<file path="src/rtl/i2c_target_regs.sv">
// I2C target exposing a small register window. The first byte after the
// address sets the register pointer. Further write bytes go out on a
// one-clock wr_valid strobe. Reads return rd_data at the pointer.
// The pointer auto-increments modulo NREGS in both directions.
module i2c_target_regs #(
    parameter logic [6:0]  TARGET_ADDR = 7'h2A,
    parameter int unsigned NREGS       = 16,
    parameter int unsigned PW          = $clog2(NREGS)
) (
    input  logic          clk,
    input  logic          reset,
    input  logic          scl_i,
    output logic          scl_o,
    input  logic          sda_i,
    output logic          sda_o,
    output logic          wr_valid,
    output logic [PW-1:0] wr_addr,
    output logic [7:0]    wr_data,
    output logic [PW-1:0] rd_addr,
    input  logic [7:0]    rd_data,
    output logic          busy
);

    typedef enum logic [3:0] {
        IDLE, ADDR, ADDR_ACK, PTR, PTR_ACK,
        WDATA, WDATA_ACK, RDATA, RDATA_ACK, WAIT
    } state_t;

    // [0] and [1] form the synchroniser; [2] is the delayed copy for edge detection
    logic [2:0]    scl_sync_q, sda_sync_q;
    state_t        state_q;
    logic [3:0]    bit_cnt_q;
    logic [7:0]    shift_q;
    logic [PW-1:0] ptr_q;
    logic          rw_q;
    logic          mack_q;
    logic          sda_o_q;
    logic          wr_valid_q;
    logic [PW-1:0] wr_addr_q;
    logic [7:0]    wr_data_q;
    logic          busy_q;

    logic          scl_now, scl_prev, sda_now, sda_prev;
    logic          scl_rise, scl_fall, start_det, stop_det;
    logic [7:0]    shift_d;
    logic [PW-1:0] ptr_d;

    assign scl_now   = scl_sync_q[1];
    assign scl_prev  = scl_sync_q[2];
    assign sda_now   = sda_sync_q[1];
    assign sda_prev  = sda_sync_q[2];
    assign scl_rise  = scl_now & ~scl_prev;
    assign scl_fall  = ~scl_now & scl_prev;
    assign start_det = scl_now & scl_prev & sda_prev & ~sda_now;
    assign stop_det  = scl_now & scl_prev & ~sda_prev & sda_now;

    assign shift_d = {shift_q[6:0], sda_now};
    assign ptr_d   = (ptr_q == PW'(NREGS - 1)) ? '0 : ptr_q + PW'(1);

    assign scl_o    = 1'b1;
    assign sda_o    = sda_o_q;
    assign wr_valid = wr_valid_q;
    assign wr_addr  = wr_addr_q;
    assign wr_data  = wr_data_q;
    assign rd_addr  = ptr_q;
    assign busy     = busy_q;

    // Pad synchronisers plus the delayed copy; idle bus level is high
    always_ff @(posedge clk) begin
        // NOTE: reset is synchronous, so it sits inside the clocked block rather than in the sensitivity list.
        if (reset) begin
            scl_sync_q <= 3'b111;
            sda_sync_q <= 3'b111;
        end else begin
            // NOTE: sequential state uses <= so every flop samples the pre-edge value of its neighbour.
            scl_sync_q <= {scl_sync_q[1:0], scl_i};
            sda_sync_q <= {sda_sync_q[1:0], sda_i};
        end
    end

    // Protocol FSM: bits sampled on SCL rise, SDA changed only after SCL fall
    always_ff @(posedge clk) begin
        if (reset) begin
            state_q    <= IDLE;
            bit_cnt_q  <= '0;
            shift_q    <= '0;
            ptr_q      <= '0;
            rw_q       <= 1'b0;
            mack_q     <= 1'b0;
            sda_o_q    <= 1'b1;
            wr_valid_q <= 1'b0;
            wr_addr_q  <= '0;
            wr_data_q  <= '0;
            busy_q     <= 1'b0;
        end else begin
            wr_valid_q <= 1'b0;
            if (start_det) begin
                // Repeated START keeps the pointer so a read can follow a pointer write
                state_q   <= ADDR;
                bit_cnt_q <= '0;
                sda_o_q   <= 1'b1;
                busy_q    <= 1'b0;
            end else if (stop_det) begin
                state_q   <= IDLE;
                bit_cnt_q <= '0;
                sda_o_q   <= 1'b1;
                busy_q    <= 1'b0;
            end else begin
                unique case (state_q)
                    IDLE, WAIT: begin
                        sda_o_q <= 1'b1;
                    end
                    ADDR: begin
                        if (scl_rise) begin
                            shift_q   <= shift_d;
                            bit_cnt_q <= bit_cnt_q + 4'd1;
                        end else if (scl_fall && bit_cnt_q == 4'd8) begin
                            bit_cnt_q <= '0;
                            if (shift_q[7:1] == TARGET_ADDR) begin
                                state_q <= ADDR_ACK;
                                rw_q    <= shift_q[0];
                                sda_o_q <= 1'b0;
                                busy_q  <= 1'b1;
                            end else begin
                                state_q <= WAIT;
                                busy_q  <= 1'b0;
                            end
                        end
                    end
                    ADDR_ACK: begin
                        if (scl_fall) begin
                            bit_cnt_q <= '0;
                            if (rw_q) begin
                                // Pointer is stable here, so rd_data is valid for the first bit
                                state_q <= RDATA;
                                shift_q <= {rd_data[6:0], 1'b0};
                                sda_o_q <= rd_data[7];
                            end else begin
                                state_q <= PTR;
                                sda_o_q <= 1'b1;
                            end
                        end
                    end
                    PTR: begin
                        if (scl_rise) begin
                            shift_q   <= shift_d;
                            bit_cnt_q <= bit_cnt_q + 4'd1;
                        end else if (scl_fall && bit_cnt_q == 4'd8) begin
                            bit_cnt_q <= '0;
                            ptr_q     <= shift_q[PW-1:0];
                            sda_o_q   <= 1'b0;
                            state_q   <= PTR_ACK;
                        end
                    end
                    PTR_ACK, WDATA_ACK: begin
                        if (scl_fall) begin
                            bit_cnt_q <= '0;
                            sda_o_q   <= 1'b1;
                            state_q   <= WDATA;
                        end
                    end
                    WDATA: begin
                        if (scl_rise) begin
                            shift_q   <= shift_d;
                            bit_cnt_q <= bit_cnt_q + 4'd1;
                        end else if (scl_fall && bit_cnt_q == 4'd8) begin
                            // Only a complete byte reaches here; aborts leave via START/STOP
                            bit_cnt_q  <= '0;
                            wr_valid_q <= 1'b1;
                            wr_addr_q  <= ptr_q;
                            wr_data_q  <= shift_q;
                            ptr_q      <= ptr_d;
                            sda_o_q    <= 1'b0;
                            state_q    <= WDATA_ACK;
                        end
                    end
                    RDATA: begin
                        if (scl_rise) begin
                            bit_cnt_q <= bit_cnt_q + 4'd1;
                        end else if (scl_fall) begin
                            if (bit_cnt_q == 4'd8) begin
                                bit_cnt_q <= '0;
                                sda_o_q   <= 1'b1;
                                state_q   <= RDATA_ACK;
                            end else if (bit_cnt_q != 4'd0) begin
                                sda_o_q <= shift_q[7];
                                shift_q <= {shift_q[6:0], 1'b0};
                            end
                        end
                    end
                    RDATA_ACK: begin
                        if (scl_rise) begin
                            // Advance on ACK at the rise so rd_data settles before the fall
                            mack_q <= ~sda_now;
                            if (!sda_now) ptr_q <= ptr_d;
                        end else if (scl_fall) begin
                            bit_cnt_q <= '0;
                            if (mack_q) begin
                                state_q <= RDATA;
                                shift_q <= {rd_data[6:0], 1'b0};
                                sda_o_q <= rd_data[7];
                            end else begin
                                state_q <= WAIT;
                                sda_o_q <= 1'b1;
                            end
                        end
                    end
                    default: begin
                        state_q <= IDLE;
                        sda_o_q <= 1'b1;
                    end
                endcase
            end
        end
    end

endmodule
</file>
<file path="config.mk">
export PLATFORM = sky130hd
export DESIGN_NAME = i2c_target_regs
export DESIGN_NICKNAME = d
export VERILOG_FILES = /design/src/rtl/i2c_target_regs.sv
export SDC_FILE = /design/constraint.sdc
export NUM_CORES = 1
export LEC_CHECK = 0
export CORE_MARGIN = 10
export CORE_UTILIZATION = 50
export CTS_BUF_LIST = sky130_fd_sc_hd__clkbuf_4
export DETAILED_ROUTE_END_ITERATION = 8
export PLACE_DENSITY = 0.81
export SLEW_MARGIN = 40
export SYNTH_ARGS = -nofsm -noshare
export SYNTH_HDL_FRONTEND = slang
export SYNTH_SLANG_ARGS = --single-unit
</file>
<file path="constraint.sdc">
create_clock -name clk -period 1.9 [get_ports clk]
set_input_delay 0.38 -clock clk [delete_from_list [all_inputs] [get_ports clk]]
set_output_delay 0.38 -clock clk [all_outputs]
set_load 0.02 [all_outputs]
</file>
# Word-level counts from Yosys, hierarchy flattened
# Cells that the tools add are included.
[word_totals]
ff_bits = 43
input_bits = 12
output_inout_bits = 20
word_cells = 172
[classes]
n_addsub = 2
eq_ne = 53
muxes = 64
bitwise = 16
n_reduce_logical = 23
[ops]
columns = ["operator", "count"]
rows = [
  ["$mux W4", 29],
  ["$mux W8", 10],
  ["$ne A4 B4 Y1 const B", 13],
  ["$ne A2 B2 Y1 const B", 21],
  ["$pmux W4 S8", 1],
  ["$pmux W8 S4", 1],
  ["$reduce_and A14 Y1", 2],
  ["$mux W1", 19],
  ["$eq A4 B3 Y1 const B", 4],
  ["$eq A4 B4 Y1 const B", 4],
  ["$pmux W4 S4", 1],
  ["$reduce_and A13 Y1", 1],
  ["$ne A3 B3 Y1 const B", 4],
  ["$pmux W4 S3", 1],
  ["$reduce_and A12 Y1", 1],
  ["$reduce_bool A4 Y1", 3],
  ["$reduce_and A5 Y1", 2],
  ["$not A1 Y1", 9],
  ["$reduce_and A9 Y1", 1],
  ["$reduce_or A3 Y1", 3],
  ["$add A4 B1 Y4 const B", 2],
  ["$eq A4 B2 Y1 const B", 2],
  ["$and A1 B1 Y1", 7],
  ["$eq A7 B6 Y1 const B", 1],
  ["13 further kinds", 16],
]

# Depth between registers and ports, before layout
[depth]
ltp_word = 8
mapped_depth = 9
ltp_nobuf = 7

# Worst setup path before layout
# Ideal clock, no wire load.
[synth_timing]
kind = "flip-flop to flip-flop"
start = "register scl_sync_q[2]"
end = "register state_q[1]"
setup_ns = 0.129
arrival_time_ns = 1.791
slack_ns = -0.020
stages_incl_launch_ff = 8
path_cell_list = "dfxtp_1 inv_1 ha_1 nor4bb_1 o21ai_1 a222oi_1 and2_1 a211oi_1"
[synth_between]
elab_chain_cells = 4
word_cells_on_any_way = 23
classes_between = "eq/ne: 12; bitwise: 8; reduce/logical: 3"
[synth_rtl]
columns = ["item", "line_no", "text"]
rows = [
  ["from (decl)", "30", "logic [2:0] scl_sync_q, sda_sync_q;"],
  ["from (signal assigned)", "76", "scl_sync_q <= {scl_sync_q[1:0], scl_i};"],
  ["$and A1 B1 Y1 (tied with other cells)", "53", "assign scl_fall = ~scl_now & scl_prev;"],
  ["$logic_and A1 B1 Y1 (tied with other cells)", "117, 148, 166", ""],
  ["$ne A2 B2 Y1 (no line) (tied with other cells)", "-", ""],
  ["$reduce_and A14 Y1 (no line) or $reduce_or A3 Y1 (tied branches)", "-", ""],
  ["to (signal assigned)", "120", "state_q <= ADDR_ACK;"],
  ["to (signal assigned)", "125", "state_q <= WAIT;"],
  ["to (signal assigned)", "152", "state_q <= PTR_ACK;"],
  ["to (decl)", "31", "state_t state_q;"],
]
# Parallel ways exist; a longest one is shown, timed or not.
# A chain may end at the register's enable or synchronous reset.

# Final worst setup path
# Ends and elaborated chain as after synthesis.

==> impl_metrics.toml <==
[outcome]
status = "complete, but fails checks"
violations = "setup timing"

[placement]
dp_hpwl_mm = 4.89
io_buffers = 30
gp_congestion = 0.903

[power_and_ir_drop]
leakagePower_nw = 1.26
pwr_density_cell_mw_per_mm2 = 890
peakVddDrop_mv = 0.551

[routing]
ant_nets = 0
wl_per_cell_um = 17.2
drt_first_iter_violations = 284
firstDrtPassIters = 5
vias = 2473
route.detailed.drc = 0
wirelength_mm = 7.11
drt-vias-per-instance = 5.97

[sta]
skew_ns = 0.0117
setup_viol = 9
hold_viol = 0
fmax_ghz = 0.512
finalCriticalPeriod_ns = 1.95
finalCritPeriodShare_pct = 103
finalSetupTns_ns = -0.217
whs_ns = 0.412
finalWorstSetupSlack_ns = -0.0548
rsz0062_at_grt = "yes"
slew_viol_final = 0

[synth]
syn-cell-area_mm2 = 0.00249
synth.distinct_cells = 60
synth_ff_type = "dfxtp_1"
ys_seq_area_share_pct = 34.5
synthCells = 285
postSynthNetCount = 303
synth-edff-count = 0
avgSynthCellArea_um2 = 8.75
async_flop_share_pct = 0
synth_warnings = 0
yosys_register_bits = 43

[finish]
fin_nets = 364
syn_to_final_growth_pct = 32.2
antenna_cells = 0
layout-drive-gt1-share_pct = 26.5

[worst_hold_path]
worstHoldPathCells = 1
whs_endpoint = "sda_sync_q[1]"
hold_start = "sda_sync_q[0]"
hold_path.class = "flop to flop"

[clock_tree]
insertion_delay_ns = 0.37
cts_buffer_depth = 2
clkSinkCount = 43
root_buffer = "clkbuf_4"
path_clk_slew_ns = 0.14
cts_made_buffers = 5
h-tree-depth = 2
tritoncts = "done"

[job]
cap_violations = 0

[critical_path]
rrSetupSlack_ns = -0.05
r2r_start = "scl_sync_q[2]"
crit_type = "flop to flop"
crit_chain = "inv_2 > ha_4 > nor4bb_4 > o21ai_1 > a222oi_1 > buf_4 > and2_4 > a211oi_2"
path_max_fanout = 5
critPathCaptureType = "flop"
crit_path_max_incr_delay_ns = 0.44
cp.required_ns = 2.16
reg2reg_depth = 8
cp_data_arrival_time_ns = 2.22
startpoint_type = "flop"
slowest_stage = "a222oi_1"
timing.rr.end = "state_q[1]"

[floorplanning]
io_pins = 32
die_x_um = 90.6
start_util_pct = 52.1
core_area_mm2 = 0.00479
dieHeight_um = 90.6
dieArea_mm2 = 0.00822
rows = 25

[global_routing]
grt_usage_pct = 16.0
grt_pass1_wl_mm = 11.1
overflow = 0
antenna_found_initial = 0
grt_pass1_vias = 2348
grt_start_max_net_pins = 21
## cell type report
type	instances	area [um2]
fillers	346	1490
repair buffers	69	616
multi-input cells	216	1630
flip-flops and latches	43	866
clock inverters	3	23.8
inverters	11	41.3
clock buffers	5	37.5
well taps	67	83.8
## sequential cells by signal, indices dropped and copies added (netlist names)
register	flops
state_q	4
rw_q	1
busy	1
bit_cnt_q	4
shift_q	8
wr_valid	1
scl_sync_q	3
rd_addr	4
sda_sync_q	3
sda_o	1
mack_q	1
wr_addr	4
wr_data	8
## worst max path at each step
stage | from | to | slack, ns | cells after the start
final | scl_sync_q[2] | state_q[1] | -0.05 | 8
after global placement | bit_cnt_q[0] | state_q[2] | -0.03 | 8
after CTS | state_q[3] | state_q[1] | -0.001 | 6
after global routing | scl_sync_q[2] | state_q[2] | -0.16 | 8
after detailed placement | scl_sync_q[2] | state_q[1] | -0.12 | 8
after floorplan | bit_cnt_q[0] | state_q[1] | 0.0004 | 7
## cells in the mapped netlist, types with 5 or more instances
cell type	number	share of area (%)
a21oi_1	27	5.4
a311oi_1	7	2.5
and2_1	5	1.3
clkbuf_1	5	0.75
dfxtp_1	43	35
ha_1	6	3.0
inv_1	10	1.5
mux2i_1	26	10
nand2_1	16	2.4
nand3_1	8	1.6
nor2_1	27	4.1
nor2b_1	6	1.5
nor3_1	5	1.0
o211ai_1	6	1.8
o21ai_0	6	1.2
o21ai_1	5	1.0
or2_2	6	1.5
## logic make-up (layout without fill, tap and decap cells)
family / after synthesis / after routing / share of synthesized area [%]
AO/OA/AOI/OAI: 81 / 82 / 22.6
XOR/XNOR: 2 / 2 / 0.702
adder cells (fa/ha/maj): 6 / 6 / 3.01
buffers and inverters: 27 / 88 / 5.92
flip-flops: 43 / 43 / 34.5
multiplexers: 26 / 26 / 10.4
other: 1 / 1 / 0.150
AND/OR/NAND/NOR: 99 / 99 / 22.7
## cells in the final DEF (no fill, tap or decap), types with 5 or more instances in the layout
cell type         n
clkbuf_4          5
clkdlybuf4s50_1  26
or2_2             6
mux2i_1          26
a21oi_1          24
nor2_1           27
a311oi_1          5
nor2b_1           5
nand3_1           7
o21ai_1           5
o211ai_1          6
dfxtp_1          39
buf_4            38
o21ai_0           6
nor3_1            5
nand2_1          16
inv_1             9
## where the power goes
group          switching [mW]  internal [mW]  total, mW
Combinational           0.724          0.642       1.37
Clock                   0.334          0.148      0.482
Sequential              0.113          0.975       1.09
Total                    1.17           1.76       2.94
## routing by layer
layer  GRT usage (%)  vias to the layer above  routed length, um
met5               0                        -                  0
met4            3.85                        0                 72
met3            4.07                       11                444
met2            28.3                      102               3570
met1            18.5                     1180               3020
li1                -                     1180                  -
## critical path, delay by kind of cell, from the launching register on
kind                     cells  cell delay, ns
AO/OA/AOI/OAI                3            0.60
adder cells (fa/ha/maj)      1            0.17
buffers and inverters        2            0.27
flip-flops                   1            0.38
AND/OR/NAND/NOR              2            0.43
## metrics by stage
stage / util, % / cells / setup slack, ns / power, mW / cell area [um2]
after floorplan: - / 285 / 0.000422 / 1.90 / 2500
after global placement: 63.6 / 400 / -0.0314 / 2.23 / 3050
after detailed placement: 63.6 / 400 / -0.118 / 2.27 / 3050
after CTS: 65.9 / 408 / -0.00139 / 2.77 / 3150
after global routing: 68.9 / 414 / -0.163 / 3.09 / 3300
final: 68.9 / 414 / -0.0548 / 2.94 / 3300
## what timing repair did
action | CTS | global route
hold buffers | 0 | 0
buffers inserted | 0 | 5
pin swaps | 7 | 13
endpoints found under the setup margin | 14 | 37
cloned | 0 | 1
gates resized for setup | 10 | 20
Power figures use the tool's default switching activity.
